<file path="src/rtl/instruction_fetch.sv">
// Instruction fetch unit: a single-outstanding-request fetcher that walks the
// PC sequentially, holds one fetched word for the decoder, and restarts on
// branch/jump redirects, discarding any response that belongs to the old path.

package rriscv_pkg;
    parameter int XLEN = 32;
endpackage

module instruction_fetch #(
    parameter int               XLEN     = rriscv_pkg::XLEN,
    parameter logic [XLEN-1:0]  RESET_PC = '0
) (
    input  logic            clk_i,
    input  logic            rst_ni,
    // instruction memory
    output logic            imem_req_o,
    output logic [XLEN-1:0] imem_addr_o,
    input  logic            imem_gnt_i,
    input  logic            imem_rvalid_i,
    input  logic [XLEN-1:0] imem_rdata_i,
    // control flow
    input  logic            redirect_i,
    input  logic [XLEN-1:0] redirect_pc_i,
    // decoder side
    output logic [XLEN-1:0] instruction_o,
    output logic [XLEN-1:0] pc_o,
    output logic            valid_o,
    input  logic            ready_i,
    output logic            misaligned_o
);

    // REQ: request pending, WAIT: granted and awaiting data,
    // FULL: word held for the decoder, DROP: awaiting a response to throw away
    typedef enum logic [1:0] {
        S_REQ  = 2'd0,
        S_WAIT = 2'd1,
        S_FULL = 2'd2,
        S_DROP = 2'd3
    } state_t;

    state_t          state_q, state_d;
    logic [XLEN-1:0] pc_q, pc_d;
    logic [XLEN-1:0] instr_q;
    logic [XLEN-1:0] pc_out_q;
    logic            misaligned_q;
    logic            capture;
    logic            req_raw;
    logic            valid_raw;
    logic [XLEN-1:0] redirect_target;
    logic [XLEN-1:0] pc_plus4;

    // Redirect targets are forced word-aligned; low bits only feed misaligned_o.
    assign redirect_target = {redirect_pc_i[XLEN-1:2], 2'b00};
    assign pc_plus4        = pc_q + XLEN'(4);

    // State register
    always_ff @(posedge clk_i) begin
        if (!rst_ni) begin
            state_q <= S_REQ;
        end else begin
            state_q <= state_d;
        end
    end

    // Next-state, next-pc and handshake decode; redirect wins over every other event
    always_comb begin
        state_d   = state_q;
        pc_d      = pc_q;
        capture   = 1'b0;
        req_raw   = 1'b0;
        valid_raw = 1'b0;
        case (state_q)
            S_REQ: begin
                req_raw = !redirect_i;
                if (redirect_i) begin
                    pc_d = redirect_target;
                end else if (imem_gnt_i) begin
                    state_d = S_WAIT;
                end
            end
            S_WAIT: begin
                if (redirect_i) begin
                    pc_d    = redirect_target;
                    // a response arriving with the redirect is already the stale one
                    state_d = imem_rvalid_i ? S_REQ : S_DROP;
                end else if (imem_rvalid_i) begin
                    capture = 1'b1;
                    state_d = S_FULL;
                end
            end
            S_FULL: begin
                valid_raw = !redirect_i;
                if (redirect_i) begin
                    pc_d    = redirect_target;
                    state_d = S_REQ;
                end else if (ready_i) begin
                    pc_d    = pc_plus4;
                    state_d = S_REQ;
                end
            end
            S_DROP: begin
                if (redirect_i) begin
                    pc_d = redirect_target;
                end
                if (imem_rvalid_i) begin
                    state_d = S_REQ;
                end
            end
            default: begin
                state_d = S_REQ;
            end
        endcase
    end

    // Fetch PC and the held instruction/PC pair presented to the decoder
    always_ff @(posedge clk_i) begin
        if (!rst_ni) begin
            pc_q     <= RESET_PC;
            instr_q  <= '0;
            pc_out_q <= RESET_PC;
        end else begin
            pc_q <= pc_d;
            if (capture) begin
                instr_q  <= imem_rdata_i;
                pc_out_q <= pc_q;
            end
        end
    end

    // One-cycle misaligned-target flag, registered off the redirect
    always_ff @(posedge clk_i) begin
        if (!rst_ni) begin
            misaligned_q <= 1'b0;
        end else begin
            misaligned_q <= redirect_i & (|redirect_pc_i[1:0]);
        end
    end

    // Handshakes are held low for the whole reset cycle, whatever the state register holds
    assign imem_req_o    = rst_ni & req_raw;
    assign valid_o       = rst_ni & valid_raw;
    assign imem_addr_o   = pc_q;
    assign instruction_o = instr_q;
    assign pc_o          = pc_out_q;
    assign misaligned_o  = misaligned_q;

endmodule

</file>
<file path="config.mk">
export PLATFORM = sky130hd
export DESIGN_NAME = instruction_fetch
export DESIGN_NICKNAME = d
export VERILOG_FILES = /design/src/rtl/instruction_fetch.sv
export SDC_FILE = /design/constraint.sdc
export NUM_CORES = 1
export LEC_CHECK = 0
export CAP_MARGIN = 15
export CELL_PAD_IN_SITES_DETAIL_PLACEMENT = 1
export CELL_PAD_IN_SITES_GLOBAL_PLACEMENT = 1
export CORE_MARGIN = 3
export CORE_UTILIZATION = 35
export CTS_BUF_LIST = sky130_fd_sc_hd__clkbuf_8
export CTS_CLUSTER_SIZE = 8
export DETAILED_ROUTE_END_ITERATION = 8
export DONT_BUFFER_PORTS = 1
export GPL_ROUTABILITY_DRIVEN = 0
export PLACE_DENSITY_LB_ADDON = 0.08
export SYNTH_ARGS = -nofsm -noshare
export SYNTH_HDL_FRONTEND = slang
export SYNTH_SLANG_ARGS = --single-unit
</file>
<file path="constraint.sdc">
create_clock -name clk_i -period 2.9 [get_ports clk_i]
set_input_delay 0.29 -clock clk_i [delete_from_list [all_inputs] [get_ports clk_i]]
set_output_delay 0.29 -clock clk_i [all_outputs]
set_load 0.005 [all_outputs]
</file>
== Word-level counts from Yosys, hierarchy flattened ==
Cells that the tools add are included.
Storage, ports and cells
  flip-flop bits (word level): 99
  bits of input ports: 70
  output and inout port bits: 99
  word-level logic and storage cells: 42
Cells by class
  add/sub/neg operators: 1
  equality and inequality tests: 9
  muxes and demuxes: 18
  bitwise operators: 3
  reductions and logical operators: 6
Operator list (number)
  32-bit two-way mux: 3
  32-bit one-hot mux with 2 select lines: 1
  32-bit by 3-bit adder with 32-bit output, second input constant: 1
  2-bit two-way mux: 8
  2-bit one-hot mux with 4 select lines: 1
  2-bit inequality test, second input constant: 3
  3-bit inequality test, second input constant: 2
  1-bit two-way mux: 5
  5-bit AND reduction: 1
  2-bit == test, second input constant: 2
  1-bit AND: 3
  3-bit OR reduction: 1
  2-bit by 1-bit == test with 1-bit output, second input constant: 1
  2-bit logical NOT: 1
  2-bit by 1-bit inequality test with 1-bit output, second input constant: 1
  2-bit AND reduction: 1
  2-bit OR reduction: 1
  1-bit logical NOT: 1

== Depth between registers and ports, before layout ==
  depth after elaboration: 4
  gate-level depth with buffers: 7
  gate-level depth less buffers: 6

== Worst setup path before layout ==
Ideal clock, no wire load.
  path kind: register to register
  start point: register pc_q[2] (netlist: imem_addr_o[2])
  end point: register pc_q[22] (netlist: imem_addr_o[22])
  data arrival time: 1.850 ns
  required time: 2.784 ns
  slack: 0.934 ns
  cell stages (with the launch flop): 8
  buffers on the path: 1
  cells stage by stage: dfxtp_1 ha_1 nand4_1 or3_1 clkbuf_1 nor3_1 xor2_1 o211a_1
Between the ends
  cells in the longest elaborated chain, start to end: 4
Ends and longest elaborated chain
  start, declared: line 42  | logic [XLEN-1:0] pc_q, pc_d;
  start signal, assigned: line 122  | pc_q <= pc_d;
  32-bit by 3-bit adder with 32-bit output: line 54  | assign pc_plus4 = pc_q + XLEN'(4);
  32-bit two-way mux: line 96  | end else if (ready_i) begin
  32-bit two-way mux: line 93  | if (redirect_i) begin
  32-bit one-hot mux with 2 select lines: line 72  | case (state_q)
Every way passes these cells. The select of a mux whose other input is x is not followed.
A chain may end at the register's enable or synchronous reset.

== Worst setup path after layout ==
  start point: register pc_q[2] (netlist: imem_addr_o[2])
  end point: register pc_q[24] (netlist: imem_addr_o[24])
Same word-level chain as after synthesis.

==> impl_metrics.toml <==
[final_layout]
finalNonFillerCells = 638
layout_commonest_cell = "nand2_1"
nets = 561
diodes = 0
postLayoutCoreUtil_pct = 38.9
drive_above_1_share_pct = 6.06
layout_common_cells = "nand2_1 (142), dfxtp_1 (95), a21boi_0 (65), o21ai_0 (28), a21oi_1 (19)"
area_growth_syn_to_layout_pct = 7.35
fin_area_um2 = 4490

[setup_path]
crit_end = "imem_addr_o[24]"
cp-start-kind = "flip-flop"
critPathMaxFanout = 10
r2r_end = "imem_addr_o[24]"
criticalPathCategory = "flip-flop to flip-flop"
critical_path.startpoint = "imem_addr_o[2]"
r2r-start = "imem_addr_o[2]"
critical_path_required_ns = 3.16
worstPathArrival_ns = 2.59
r2r_cells = 6
end_kind = "flip-flop"
ff2ff_setup_slack_ns = 0.57

[synthesis]
yosys-mux-area-fraction_pct = 0.239
synthAdderAreaFrac_pct = 0.299
synth-async-reset-ratio_pct = 0
synth_edf_count = 0
synth_top_family_by_area = "simple AND/OR/NAND/NOR gates"
yosys.area_share.simple_pct = 24.9
seq_area_frac_synth_pct = 45.4
synthCells = 512
yosys_register_bits = 95
syn_avg_cell_area_um2 = 8.17
synth_warnings = 0
synthesis.area_um2 = 4190
synthXorXnorAreaFrac_pct = 3.56
ys.flop_type = "dfxtp_1"
ys_types = 45
synth_compound_area_share_pct = 20.6

[pwr]
leakagePower_nw = 1.46
power.density_nw_per_um2 = 575
ir_drop_v = 0.000223

[sta]
max_clock_freq_mhz = 430
tns_ns = 0
timing_hold_violations_final = 0
tightest_slew_ns = 0.779
rsz0062_at_grt = "false"
setup_violations = 0
fin_crit_ns = 2.33
maxSlewViolCount = 0
fin_skew_ns = 0.00937
worst_slack_ns = 0.573
min_period_over_period_pct = 80.3
relSlewSlack_pct = 47.8

[floorplanning]
dieWidth_um = 115
io_pins = 169
core-area_um2 = 11600
die_y_um = 115
die_area_um2 = 13300
start_util_pct = 36.2
rows = 39

[detailed_routing]
num_vias = 3483
vias_per_cell = 5.46
wirelength_mm = 12.3
route.detailed.drc = 0
wl_per_cell_um = 19.3
dr.first_iter.drc_count = 165
final_antenna_net_count = 0
drt_first_pass_iters = 4

[place]
hpwlAfterDp_mm = 8.68
post_dp_cell_area_um2 = 4250
io_buffers = 0
pre_cts_slack_ns = 0.594
place_inst = 622

[clock_tree]
clkSlewWorstSetupHoldPaths_ns = 0.09
clk_latency_ns = 0.38
clock_path_buffers = 2
cts_resized = 0
cts_tree = "done"
htreeDepth = 3
root_buffer = "clkbuf_8"
post_cts_buffers = 0
cts_buffers = 9
cts_hold_repair.buffers = 0
clkSinkCount = 95

[worst_hold_path]
hp-start = "redirect_i"
hold_path_depth = 1
hold_path.class = "input pin to flip-flop"

[global_route]
grt_pass1_wl_mm = 19.3
grt_overflow = 0
grt_max_degree = 98
grt_util_all_layers_pct = 18.5
grt_pass1_vias = 3509
grt_antenna_before_repair = 0

[flow_run]
cap_violations = 0

[outcome]
status = "complete, no violations"
critical path, stage by stage, from the launching register on:
cell and delay (ns):
dfxtp_1 0.49, ha_1 0.29, nand4_1 0.25, or3_1 0.59, nor4_2 0.34, xnor2_1 0.16, a21oi_1 0.09
kinds of logic after synthesis:
kind of cell / after synthesis
muxes: 1
AOI/OAI and AO/OA: 128
and+or+nand+nor: 221
xor gates and xnor gates: 17
buffers and inverters: 48
DFF: 95
other: 1
adders and majority gates: 1
power by group:
group | leakage [nW] | total (mW) | switching [mW] | internal, mW
clock | 0.130 | 1.05 | 0.466 | 0.588
combinational | 0.554 | 0.120 | 0.0617 | 0.0580
sequential | 0.774 | 1.41 | 0.0667 | 1.34
total | 1.46 | 2.58 | 0.595 | 1.99
state kept, by name (all words and copies together) (netlist names):
signal / flops
imem_addr_o: 30
misaligned_o: 1
state_q: 2
instruction_o: 32
pc_o: 30
area by class of cell:
type / instances / area (µm²)
Clock inverter: 6 / 101
Fill cell: 1379 / 7070
Clock buffer: 10 / 138
Timing Repair Buffer: 5 / 50.0
Tap cell: 143 / 179
Sequential cell: 95 / 1900
Multi-Input combinational cell: 372 / 2100
Inverter: 7 / 26.3
synthesized netlist by cell type, types with 2 or more instances:
cell | instances | share of area, %
and3_1 | 5 | 0.75
nor2b_1 | 2 | 0.30
nor4_2 | 4 | 1.2
a311oi_1 | 2 | 0.42
clkbuf_1 | 35 | 3.1
a21oi_1 | 19 | 2.3
xnor2_1 | 13 | 2.7
nand2_1 | 142 | 13
and2_1 | 6 | 0.90
nand4_1 | 8 | 1.2
buf_4 | 4 | 0.72
o221ai_1 | 3 | 0.63
a21boi_0 | 65 | 12
o21ai_0 | 28 | 3.3
nor3_1 | 15 | 1.8
o211a_1 | 4 | 0.96
a211oi_1 | 3 | 0.54
nor2_1 | 12 | 1.1
xor2_1 | 4 | 0.84
and4_1 | 4 | 0.84
inv_1 | 6 | 0.54
nor4_1 | 4 | 0.60
dfxtp_1 | 95 | 45
nand3_1 | 8 | 0.96
stage by stage:
stage	power (mW)	hold WS (ns)
6_report	2.58	0.0325
2_1_floorplan	1.54	0.428
4_1_cts	2.63	0.0133
5_1_grt	2.71	0.0138
3_3_place_gp	1.56	0.419
3_5_place_dp	1.56	0.431
layer usage:
layer	vias up	part of all wire (%)	global-route usage [%]
met4	0	1.7	7.28
met2	106	46	29.1
met5	-	0	0
met1	1676	43	23.5
met3	13	8.4	6.37
li1	1688	-	-
worst min-delay path by stage:
stage          slack [ns]              to
4_1_cts              0.01  imem_addr_o[4]
3_5_place_dp         0.43  imem_addr_o[6]
3_3_place_gp         0.42  imem_addr_o[4]
2_1_floorplan        0.43  imem_addr_o[2]
6_report             0.03    misaligned_o
5_1_grt              0.01    misaligned_o
No activity file was read; power rests on OpenSTA's default activity.
